### src/rtl/decode_sched_pkg.sv
// Shared decode constants: RV32 opcodes, immediate-select codes and CSR funct3 fields.
package decode_sched_pkg;

  localparam logic [6:0] OPC_LOAD   = 7'b0000011;
  localparam logic [6:0] OPC_OP_IMM = 7'b0010011;
  localparam logic [6:0] OPC_AUIPC  = 7'b0010111;
  localparam logic [6:0] OPC_STORE  = 7'b0100011;
  localparam logic [6:0] OPC_OP     = 7'b0110011;
  localparam logic [6:0] OPC_LUI    = 7'b0110111;
  localparam logic [6:0] OPC_BRANCH = 7'b1100011;
  localparam logic [6:0] OPC_JALR   = 7'b1100111;
  localparam logic [6:0] OPC_JAL    = 7'b1101111;
  localparam logic [6:0] OPC_SYSTEM = 7'b1110011;

  // Encoding shared with the immediate generator.
  typedef enum logic [2:0] {
    IMM_I = 3'b000,
    IMM_S = 3'b001,
    IMM_B = 3'b010,
    IMM_J = 3'b011,
    IMM_U = 3'b100,
    IMM_C = 3'b101
  } imm_sel_e;

  localparam logic [2:0] F3_PRIV        = 3'b000;
  localparam int         F3_CSR_IMM_BIT = 2;

  typedef struct packed {
    imm_sel_e imm_sel;
    logic     reg_wen;
    logic     mem_rd;
    logic     mem_wr;
    logic     branch;
    logic     jump;
    logic     csr_wen;
    logic     illegal;
  } dec_t;

endpackage

### src/rtl/decode_sched_dec.sv
// Combinational opcode decoder: immediate select, control flags and source-register usage.
// DECODE_SCHED_ILLEGAL_TRAP_EN enables illegal-opcode flagging; otherwise unknown opcodes are NOPs.
module decode_sched_dec
  import decode_sched_pkg::*;
(
  input  logic [14:0] inst,
  output dec_t        dec,
  output logic        uses_rs1,
  output logic        uses_rs2
);

  logic [6:0] opc;
  logic [2:0] f3;
  logic       rd_nz;
  dec_t       raw;
`ifdef DECODE_SCHED_ILLEGAL_TRAP_EN
  logic       known;
`endif

  assign opc   = inst[6:0];
  assign f3    = inst[14:12];
  assign rd_nz = (inst[11:7] != 5'd0);

  always_comb begin
    raw         = '0;
    raw.imm_sel = IMM_I;
    uses_rs1    = 1'b1;
    uses_rs2    = 1'b0;
`ifdef DECODE_SCHED_ILLEGAL_TRAP_EN
    known       = 1'b1;
`endif
    case (opc)
      OPC_LOAD:   begin raw.reg_wen = 1'b1; raw.mem_rd = 1'b1; end
      OPC_OP_IMM: raw.reg_wen = 1'b1;
      OPC_OP:     begin raw.reg_wen = 1'b1; uses_rs2 = 1'b1; end
      OPC_STORE:  begin raw.imm_sel = IMM_S; raw.mem_wr = 1'b1; uses_rs2 = 1'b1; end
      OPC_BRANCH: begin raw.imm_sel = IMM_B; raw.branch = 1'b1; uses_rs2 = 1'b1; end
      OPC_JAL:    begin raw.imm_sel = IMM_J; raw.reg_wen = 1'b1; raw.jump = 1'b1; uses_rs1 = 1'b0; end
      OPC_JALR:   begin raw.reg_wen = 1'b1; raw.jump = 1'b1; end
      OPC_LUI,
      OPC_AUIPC:  begin raw.imm_sel = IMM_U; raw.reg_wen = 1'b1; uses_rs1 = 1'b0; end
      OPC_SYSTEM: begin
        raw.reg_wen = (f3 != F3_PRIV);
        raw.csr_wen = (f3 != F3_PRIV);
        if (f3[F3_CSR_IMM_BIT]) begin
          raw.imm_sel = IMM_C;
          uses_rs1    = 1'b0;
        end
      end
`ifdef DECODE_SCHED_ILLEGAL_TRAP_EN
      default:    known = 1'b0;
`else
      default:    ;
`endif
    endcase
    raw.reg_wen = raw.reg_wen & rd_nz;
`ifdef DECODE_SCHED_ILLEGAL_TRAP_EN
    if (!known || inst[1:0] != 2'b11) begin
      raw.reg_wen = 1'b0;
      raw.mem_rd  = 1'b0;
      raw.mem_wr  = 1'b0;
      raw.branch  = 1'b0;
      raw.jump    = 1'b0;
      raw.csr_wen = 1'b0;
      raw.illegal = 1'b1;
    end
`endif
    dec = raw;
  end

endmodule

### src/rtl/decode_sched.sv
// Decode-stage controller: valid/ready intake, single output register, load-use bubble, flush, stall counter.
// Illegal-opcode trapping is built in when DECODE_SCHED_ILLEGAL_TRAP_EN is defined.
module decode_sched
  import decode_sched_pkg::*;
#(
  parameter int CNT_W = 32
) (
  input  logic             clk,
  input  logic             rst,
  input  logic             in_valid,
  output logic             in_ready,
  input  logic [31:0]      in_inst,
  input  logic             flush,
  output logic             out_valid,
  input  logic             out_ready,
  output logic [31:0]      out_inst,
  output logic [2:0]       out_imm_sel,
  output logic [4:0]       out_rd,
  output logic [4:0]       out_rs1,
  output logic [4:0]       out_rs2,
  output logic             out_reg_wen,
  output logic             out_mem_rd,
  output logic             out_mem_wr,
  output logic             out_branch,
  output logic             out_jump,
  output logic             out_csr_wen,
  output logic             out_illegal,
  output logic [CNT_W-1:0] stall_cnt
);

  localparam logic [CNT_W-1:0] CNT_ONE = {{(CNT_W-1){1'b0}}, 1'b1};

  dec_t       dec;
  logic       uses_rs1;
  logic       uses_rs2;
  logic [4:0] in_rs1;
  logic [4:0] in_rs2;
  logic       hazard;
  logic       accept;

  decode_sched_dec u_dec (
    .inst     (in_inst[14:0]),
    .dec      (dec),
    .uses_rs1 (uses_rs1),
    .uses_rs2 (uses_rs2)
  );

  assign in_rs1 = in_inst[19:15];
  assign in_rs2 = in_inst[24:20];

  // A held load whose destination the incoming instruction reads must reach execute first.
  assign hazard = in_valid & out_valid & out_mem_rd & (out_rd != 5'd0) &
                  ((uses_rs1 & (in_rs1 == out_rd)) | (uses_rs2 & (in_rs2 == out_rd)));

  assign in_ready = (~out_valid | out_ready) & ~hazard & ~flush & ~rst;
  assign accept   = in_valid & in_ready;

  always_ff @(posedge clk or posedge rst) begin
    if (rst) begin
      out_valid   <= 1'b0;
      out_inst    <= '0;
      out_imm_sel <= '0;
      out_rd      <= '0;
      out_rs1     <= '0;
      out_rs2     <= '0;
      out_reg_wen <= 1'b0;
      out_mem_rd  <= 1'b0;
      out_mem_wr  <= 1'b0;
      out_branch  <= 1'b0;
      out_jump    <= 1'b0;
      out_csr_wen <= 1'b0;
      out_illegal <= 1'b0;
      stall_cnt   <= '0;
    end else begin
      if (flush) begin
        out_valid <= 1'b0;
      end else if (accept) begin
        out_valid   <= 1'b1;
        out_inst    <= in_inst;
        out_imm_sel <= dec.imm_sel;
        out_rd      <= in_inst[11:7];
        out_rs1     <= in_rs1;
        out_rs2     <= in_rs2;
        out_reg_wen <= dec.reg_wen;
        out_mem_rd  <= dec.mem_rd;
        out_mem_wr  <= dec.mem_wr;
        out_branch  <= dec.branch;
        out_jump    <= dec.jump;
        out_csr_wen <= dec.csr_wen;
        out_illegal <= dec.illegal;
      end else if (out_ready) begin
        out_valid <= 1'b0;
      end
      if (in_valid & hazard & ~flush & ~(&stall_cnt))
        stall_cnt <= stall_cnt + CNT_ONE;
    end
  end

endmodule

### config.mk
export PLATFORM = sky130hd
export DESIGN_NAME = decode_sched
export DESIGN_NICKNAME = d
export VERILOG_FILES = /design/src/rtl/decode_sched_pkg.sv /design/src/rtl/decode_sched_dec.sv /design/src/rtl/decode_sched.sv
export SDC_FILE = /design/constraint.sdc
export NUM_CORES = 1
export LEC_CHECK = 0
export BUFFER_PORTS_ARGS = -buffer_cell sky130_fd_sc_hd__buf_2
export CAP_MARGIN = 20
export CORE_AREA = 4 4 111 113
export CTS_CLUSTER_DIAMETER = 120
export DETAILED_ROUTE_END_ITERATION = 10
export DIE_AREA = 0 0 115 117
export MAX_ROUTING_LAYER = met4
export SLEW_MARGIN = 20
export SYNTH_ARGS = -nofsm -noshare
export SYNTH_HDL_FRONTEND = slang
export SYNTH_SLANG_ARGS = --single-unit
export TNS_END_PERCENT = 5
### constraint.sdc
create_clock -name clk -period 6.55 [get_ports clk]
set_clock_uncertainty 0.05 [all_clocks]
set_input_delay 0.9825 -clock clk [delete_from_list [all_inputs] [get_ports clk]]
set_output_delay 0.9825 -clock clk [all_outputs]
set_load 0.02 [all_outputs]
# ---- Yosys cells after proc, flatten, opt, wreduce, memory -nomap -nowiden
# Index checks and enable logic that the tools add are counted.
dict set report op_classes {
  n_bitwise 21
  n_eq_ne 12
  reduce_logical 11
  muxes 14
  addsub 1
}
# cell n
set ops {}
lappend ops {{adder 32 x 1 -> 32 bit (second input constant)} 1}
lappend ops {{AND reduction 32 bit} 1}
lappend ops {{equality test 7 bit (second input constant)} 4}
lappend ops {{equality test 7 x 6 -> 1 bit (second input constant)} 3}
lappend ops {{case mux 3 bit (5 select lines)} 1}
lappend ops {{bitwise AND 1 bit} 14}
lappend ops {{equality test 7 x 5 -> 1 bit (second input constant)} 2}
lappend ops {{equality test 5 bit} 2}
lappend ops {{two-way mux 1 bit} 10}
lappend ops {{nonzero test 5 bit} 2}
lappend ops {{equality test 7 x 2 -> 1 bit (second input constant)} 1}
lappend ops {{OR reduction 7 bit} 1}
lappend ops {{nonzero test 3 bit} 2}
lappend ops {{OR reduction 3 bit} 2}
lappend ops {{inverter 1 bit} 5}
lappend ops {{case mux 1 bit (2 select lines)} 2}
lappend ops {{OR reduction 2 bit} 2}
lappend ops {{two-way mux 3 bit} 1}
lappend ops {{OR 1 bit} 2}
lappend ops {{AND reduction 2 bit} 1}
dict set report word_totals {
  register_bits 89
  output_inout_bits 91
  inputBits 37
}

# ---- Longest topological paths before layout
# Gate-level depths: netlist of run 1.
dict set report logic_depth {
  depth_word 13
  mapped_depth 8
  ltp_nobuf 6
}

# ---- Cells and area by module
# A second synthesis of run 1 with hierarchy kept.
dict set report hier_totals {
  cells_unflattened 323
  area_unflattened_um2 3821.2
}
# mod cells_per_inst area_per_inst_um2 n_inst seq_area_each_um2
set by_module_without_submodules {}
lappend by_module_without_submodules {decode_sched 291 3593.4 1 1876.8}
lappend by_module_without_submodules {decode_sched_dec 32 227.7 1 0.0}

# ---- Least setup slack after synthesis of run 1
# Ideal clock, no wire load.
dict set report synth_path {
  path_type {input to output}
  from {input port in_inst[3]}
  to {output port in_ready}
  required_time_ns 5.517
  arrival_time_ns 2.010
  path_slack_ns 3.507
  stages 5
  path_buffers 1
  path_cell_list {buf_2 > nor4_1 > nor4_2 > nor2_1 > o21a_1}
}
dict set report synth_via {
  elab_chain_len 10
}
# element line
set synth_lines {}
lappend synth_lines {{start, declared} decode_sched.sv:12} ;# input logic [31:0] in_inst,
lappend synth_lines {{equality test 7 bit, or another cell as far along} decode_sched_dec.sv:32} ;# case (opc)
lappend synth_lines {{OR reduction 3 bit (no source line)} --}
lappend synth_lines {{case mux 1 bit (2 select lines) / two-way mux 1 bit (equally long branches)} decode_sched_dec.sv:32}
lappend synth_lines {{bitwise AND 1 bit} decode_sched.sv:53} ;# ((uses_rs1 & (in_rs1 == out_rd)) | (uses_rs2 & (in_rs2 == out_rd)));
lappend synth_lines {{OR 1 bit (*)} decode_sched.sv:53}
lappend synth_lines {{bitwise AND 1 bit (*)} decode_sched.sv:52} ;# assign hazard = in_valid & out_valid & out_mem_rd & (out_rd != 5'd0) &
lappend synth_lines {{inverter 1 bit (*)} decode_sched.sv:55} ;# assign in_ready = (~out_valid | out_ready) & ~hazard & ~flush & ~rst;
lappend synth_lines {{bitwise AND 1 bit (*) (3 in series)} decode_sched.sv:55}
lappend synth_lines {{end, declared} decode_sched.sv:11} ;# output logic in_ready,
# Every way passes the cells marked *; elsewhere a longest branch is shown, timed or not.

# ---- Worst setup path after layout of run 1
dict set report layout_path {
  from {input port in_inst[4]}
  to {output port in_ready}
}
# The elaborated chain is that of the path after synthesis.

==> impl_metrics.csv, run 1 <==
group,metric,value,unit
status,status,"finished, final reports clean",
synth,synth_cells,320,
route,viasPerCell,4.90,
floorplan,initial_core_util,0.323,
synth,synth.distinct_cells,42,
cells_and_area,fin_nets,470,
worst_setup_path,crit_fanout,12,
sta,setup_slack,3.09,ns
synth,async_flop_share,1.00,
clock_tree,cts_resized,0,
placement,placed_cells,563,
clock_tree,path_clk_slew,0.05,ns
sta,setup_viol,0,
sta,final.setup.tns,0,ns
synth,synth_edf_count,0,
power,ir_drop,0.000133,V
cells_and_area,nFillCells,1117,
global_route,overflow,0,
power,power_density,277,nW/um^2
floorplan,die_area,13500,sq um
worst_setup_path,end_kind,"primary output",
cells_and_area,postLayoutCoreUtil,0.408,
sta,finalHoldViolCount,0,
synth,synth-seq-cells,74,
clock_tree,cts_buffers,9,
floorplan,io_pins,128,
sta,clock.fmax,0.289,GHz
clock_tree,clock_latency,0.32,ns
worst_setup_path,critPathRequiredTime,5.52,ns
route,wirelength,8.91,mm
placement,gp_congestion,0.820,
clock_tree,h-tree-depth,3,
placement,post-place-ws,3.04,ns
cells_and_area,area_growth,26.1,%
hold_path,hold_path_class,"register to register",
global_route,grt_pass1_vias,2813,
global_route,grt_use_total,0.139,
cells_and_area,drive_above_1_share,0.431,
power,finalPower,1.28,mW
route,drcViolationCount,0,
floorplan,fp.dieW,115,um
sta,worst_pin_slew,0.819,ns
global_route,antenna_found_initial,0,
synth,ys_seq_area_frac,0.506,
worst_setup_path,arrival,2.42,ns
route,drt_pass1_iterations,4,
clock_tree,cts_hold_buf,0,
sta,maxSlewViolCount,0,
sta,period_minus_slack,3.46,ns
synth,synth_nets,358,
worst_setup_path,start_kind,"input pin",
synth,yosysWarnings,0,
synth,synth_area,3660,sq um
sta,fin_crit_sh,0.528,
route,vias,2836,
clock_tree,ctsLongestPathBuffers,2,
floorplan,coreArea,11300,sq um
cells_and_area,layout.cells.non_filler,579,
route,drtIter0Drc,80,
floorplan,die_y,117,um
placement,io_buffers,126,
synth,synth-main-ff-cell,"dfrtp_1",
worst_setup_path,critical_path_class,"input pin to primary output",
clock_tree,clkSinkCount,74,
flow_run,cap_violations,0,
global_route,grt_max_degree,39,
route,antenna_left,0,
route,wl_per_cell,15.4,um
clock_tree,post_cts_buffers,0,
global_route,grt_pass1_wl,14.3,mm
sta,rsz0062_at_grt,"no",
clock_tree,cts_tree,"done",
power,p_leak,2.36,nW
sta,max_slew_margin,0.453,
clock_tree,root_buffer,"clkbuf_16",
placement,hpwl,6.70,mm
synth,avgSynthCellArea,11.4,sq um
cells_and_area,antennaDiodeCount,0,
floorplan,num_rows,39,
metal layers:
| metal | up-vias | global-route usage | part of all wire |
|---|---|---|---|
| met2 | 98 | 0.219 | 0.48 |
| met4 | 0 | 0.0571 | 0.015 |
| met5 | - | - | 0 |
| met3 | 12 | 0.0278 | 0.076 |
| li1 | 1341 | - | - |
| met1 | 1385 | 0.176 | 0.43 |
state kept, by name, summed over array words and instances (netlist names):
signal	cells
out_reg_wen	1
out_branch	1
stall_cnt	32
out_jump	1
out_inst	32
out_valid	1
out_mem_wr	1
out_mem_rd	1
out_csr_wen	1
out_imm_sel	3
worst max-delay path, stage by stage:
cell and delay (ns):
buf_2 0.19, nand2_1 0.07, nor4_1 0.43, nor4_2 0.13
nor2_1 0.25, o21a_1 0.19, buf_2 0.18
synthesized netlist by cell type, types with 2 or more instances:
cell	number	area, sq um
a21oi_1	2	10.0
and3_1	2	12.5
and4_1	2	17.5
buf_2	8	40.0
buf_4	20	150
dfrtp_1	74	1850
inv_1	7	26.3
mux2_1	4	45.0
mux2_2	35	394
mux2i_1	2	20.0
nand2_1	16	60.1
nand2b_1	2	12.5
nand3_1	13	65.1
nand4_1	13	81.3
nor2_1	15	56.3
nor3_1	20	100
nor3b_1	3	22.5
nor4_1	12	75.1
o21ai_0	2	10.0
o21ai_1	3	15.0
or4_1	3	22.5
or4_4	2	22.5
xnor2_1	14	123
xor2_1	28	245
where the power goes:
| part | switching, mW | internal, mW | total [mW] |
|---|---|---|---|
| Combinational | 0.146 | 0.0964 | 0.243 |
| Clock | 0.172 | 0.331 | 0.503 |
| Sequential | 0.0319 | 0.500 | 0.532 |
cell type report:
cell class	instances	area, sq um	share of cell area
Sequential cell	74	1850	0.401
Tap cell	143	179	0.0387
Multi-Input combinational cell	210	1600	0.345
Inverter	7	26.3	0.00569
Timing Repair Buffer	130	664	0.144
Clock inverter	3	65.1	0.0141
Clock buffer	12	236	0.0512
logic make-up after synthesis:
| logic type | Yosys count | share of synthesized area |
|---|---|---|
| buffers and inverters | 36 | 0.0622 |
| adders and majority gates | 1 | 0.00342 |
| and+or+nand+nor | 112 | 0.177 |
| other | 1 | 0.00102 |
| DFF | 74 | 0.506 |
| muxes | 42 | 0.129 |
| xor gates and xnor gates | 42 | 0.100 |
| AOI/OAI and AO/OA | 12 | 0.0212 |
final timing paths:
path | slack [ns] | end | cells after the start | startpoint
min in group asynchronous | 0.79 | stall_cnt[28]$_DFFE_PP0P_ | 2 | rst
min reg2reg | 0.44 | stall_cnt[7]$_DFFE_PP0P_ | 1 | stall_cnt[7]$_DFFE_PP0P_
max in group asynchronous | 4.69 | out_inst[29]$_DFFE_PP0P_ | 3 | rst
min | 0.44 | stall_cnt[7]$_DFFE_PP0P_ | 1 | stall_cnt[7]$_DFFE_PP0P_
max | 3.09 | in_ready | 7 | in_inst[4]
max reg2reg | 3.77 | out_inst[21]$_DFFE_PP0P_ | 7 | out_inst[7]$_DFFE_PP0P_
through the flow:
step	hold slack, ns	instance area, sq um
6_report	0.441	4620
5_1_grt	0.460	4620
4_1_cts	0.441	4610
3_5_place_dp	0.429	4310
3_3_place_gp	0.419	4310
2_1_floorplan	0.539	3660
cell usage in the layout, fill, tap and decap left out, types with 2 or more instances in the layout:
master,instances
nor3b_1,3
or4_1,3
clkbuf_1,3
nor2_1,15
a21oi_1,2
nor4_1,12
buf_2,126
inv_1,6
o21ai_1,2
nand3_1,13
mux2_1,4
nand4_1,13
clkbuf_16,9
and4_1,2
xnor2_1,14
buf_4,3
nor3_1,20
o21ai_0,2
bufinv_16,2
or4_4,2
mux2_2,35
xor2_1,28
dfrtp_1,74
mux2i_1,2
and3_1,2
nand2_1,16
nand2b_1,2
(Power assumes the default switching activity.)
==> inputs of run 2 (changes only) <==
==> constraint.sdc (replaced) <==
create_clock -name clk -period 3.5 [get_ports clk]
set_clock_uncertainty 0.05 [all_clocks]
set_input_delay 0.525 -clock clk [delete_from_list [all_inputs] [get_ports clk]]
set_output_delay 0.525 -clock clk [all_outputs]
set_load 0.02 [all_outputs]
==> run 2 against run 1 <==
Against the previous run:
- hold slack worse by 0.14 ns
- first-iteration DRC count rose by 44%
- count of clock-buffer cells in the layout did not move
- via count is 1.0% higher
- sequential power is 87% higher
- core utilization up 0.44 points
==> impl_metrics.csv, run 2 (synthesis gave the netlist of run 1 again) <==
group,metric,value,unit
clock_tree,h-tree-depth,3,
sta,setup_viol,0,
clock_tree,root_buffer,"clkbuf_16",
placement,placed_cells,564,
status,status,"finished, final reports clean",
route,drt_pass1_iterations,4,
global_route,overflow,0,
global_route,antenna_found_initial,0,
clock_tree,cts_hold_buf,0,
global_route,gr-usage-met3,0.0324,
power,power_density,528,nW/um^2
global_route,busiest_layer,"met2",
cells_and_area,top_regs,"out_inst: 32 flops, stall_cnt: 32 flops, out_imm_sel: 3 flops",
sta,fin_crit_sh,0.756,
sta,setup_slack,0.855,ns
sta,final.setup.tns,0,ns
sta,finalHoldViolCount,0,
sta,rsz0062_at_grt,"no",
clock_tree,cts_buffers,9,
route,wl_per_cell,15.7,um
route,viasPerCell,4.94,
clock_tree,clkSinkCount,74,
cells_and_area,postLayoutCoreUtil,0.412,
floorplan,io_pins,128,
floorplan,die_area,13500,sq um
worst_setup_path,start_kind,"register",
cells_and_area,final_cell_mix,"buf_2 (126), dfrtp_1 (74), mux2_2 (35)",
route,drcViolationCount,0,
clock_tree,path_clk_slew,0.06,ns
placement,post-place-ws,0.724,ns
clock_tree,clock_latency,0.33,ns
worst_setup_path,crit_fanout,12,
worst_setup_path,critPathRequiredTime,3.66,ns
worst_setup_path,crit_chain,"and3_1, nand2_1, or4_4, nor4_4, buf_4, nor2_2, mux2_4",
global_route,grt_use_total,0.142,
global_route,grt_pass1_vias,2896,
hold_path,hold_path_class,"input pin to asynchronous set/reset pin",
floorplan,coreArea,11300,sq um
floorplan,fp.dieW,115,um
worst_setup_path,path_buf_inv,1,
clock_tree,cts_resized,0,
worst_setup_path,slowest_stage,"nor4_4",
power,finalPower,2.46,mW
worst_setup_path,critical_path_class,"register to register",
worst_setup_path,slowest_delay,0.54,ns
route,antenna_left,0,
global_route,use_met1,0.179,
floorplan,die_y,117,um
sta,period_minus_slack,2.65,ns
cells_and_area,fin_nets,470,
cells_and_area,layout.cells.non_filler,580,
sta,fin_hold_ws,0.304,ns
route,wirelength,9.08,mm
global_route,grt_pass1_wl,14.8,mm
sta,worst_pin_slew,0.745,ns
clock_tree,cts_tree,"done",
floorplan,num_rows,39,
worst_setup_path,end_kind,"register",
sta,maxSlewViolCount,0,
placement,placed_area,4340,sq um
global_route,use_met2,0.231,
worst_setup_path,rrSetupSlack,0.85,ns
cells_and_area,antennaDiodeCount,0,
power,ir_drop,0.000248,V
sta,max_slew_margin,0.501,
placement,io_buffers,126,
cells_and_area,fin_area,4670,sq um
clock_tree,ctsLongestPathBuffers,2,
cells_and_area,final_common_cell,"buf_2",
cells_and_area,drive_above_1_share,0.437,
worst_setup_path,critPathTopFamily,"simple AND/OR/NAND/NOR gates",
placement,hpwl,6.72,mm
power,p_leak,2.38,nW
clock_tree,post_cts_buffers,0,
global_route,grt_max_degree,43,
floorplan,initial_core_util,0.323,
placement,gp_congestion,0.814,
flow_run,cap_violations,0,
sta,clock.fmax,0.378,GHz
route,drtIter0Drc,115,
cells_and_area,area_growth,27.5,%
route,vias,2865,
worst_setup_path,arrival,2.81,ns
[run 2: power by group]
| group | switching [mW] | internal [mW] | total, mW |
|---|---|---|---|
| sequential | 0.0598 | 0.935 | 0.995 |
| clock | 0.346 | 0.663 | 1.01 |
| combinational | 0.276 | 0.183 | 0.459 |
[run 2: final timing paths]
kind,startpoint,end,depth (start not counted)
worst max register to register,stall_cnt[20]$_DFFE_PP0P_,stall_cnt[1]$_DFFE_PP0P_,7
worst min register to register,out_inst[28]$_DFFE_PP0P_,out_inst[28]$_DFFE_PP0P_,1
worst min-delay path,rst,stall_cnt[20]$_DFFE_PP0P_,2
worst max-delay path,stall_cnt[20]$_DFFE_PP0P_,stall_cnt[1]$_DFFE_PP0P_,7
min in group clk,flush,out_valid$_DFFE_PP0P_,2
max in group asynchronous,rst,out_inst[4]$_DFFE_PP0P_,3
[run 2: worst reg2reg max path: stages, from the launching register on]
cell and delay (ns):
dfrtp_1 0.43, and3_1 0.21, nand2_1 0.13, or4_4 0.48
nor4_4 0.54, buf_4 0.31, nor2_2 0.07, mux2_4 0.30
[run 2: layout make-up]
cell class	count	area (sq um)
fillers	1118	6650
flip-flops and latches	74	1850
multi-input cells	210	1600
repair buffers	130	686
clock buffers	12	256
well taps	143	179
clock inverters	4	73.8
inverters	7	26.3
[run 2: layer usage]
layer,part of all wire,vias up
li1,-,1341
met1,0.44,1408
met2,0.48,107
met3,0.068,9
met4,0.0095,0
met5,0,-
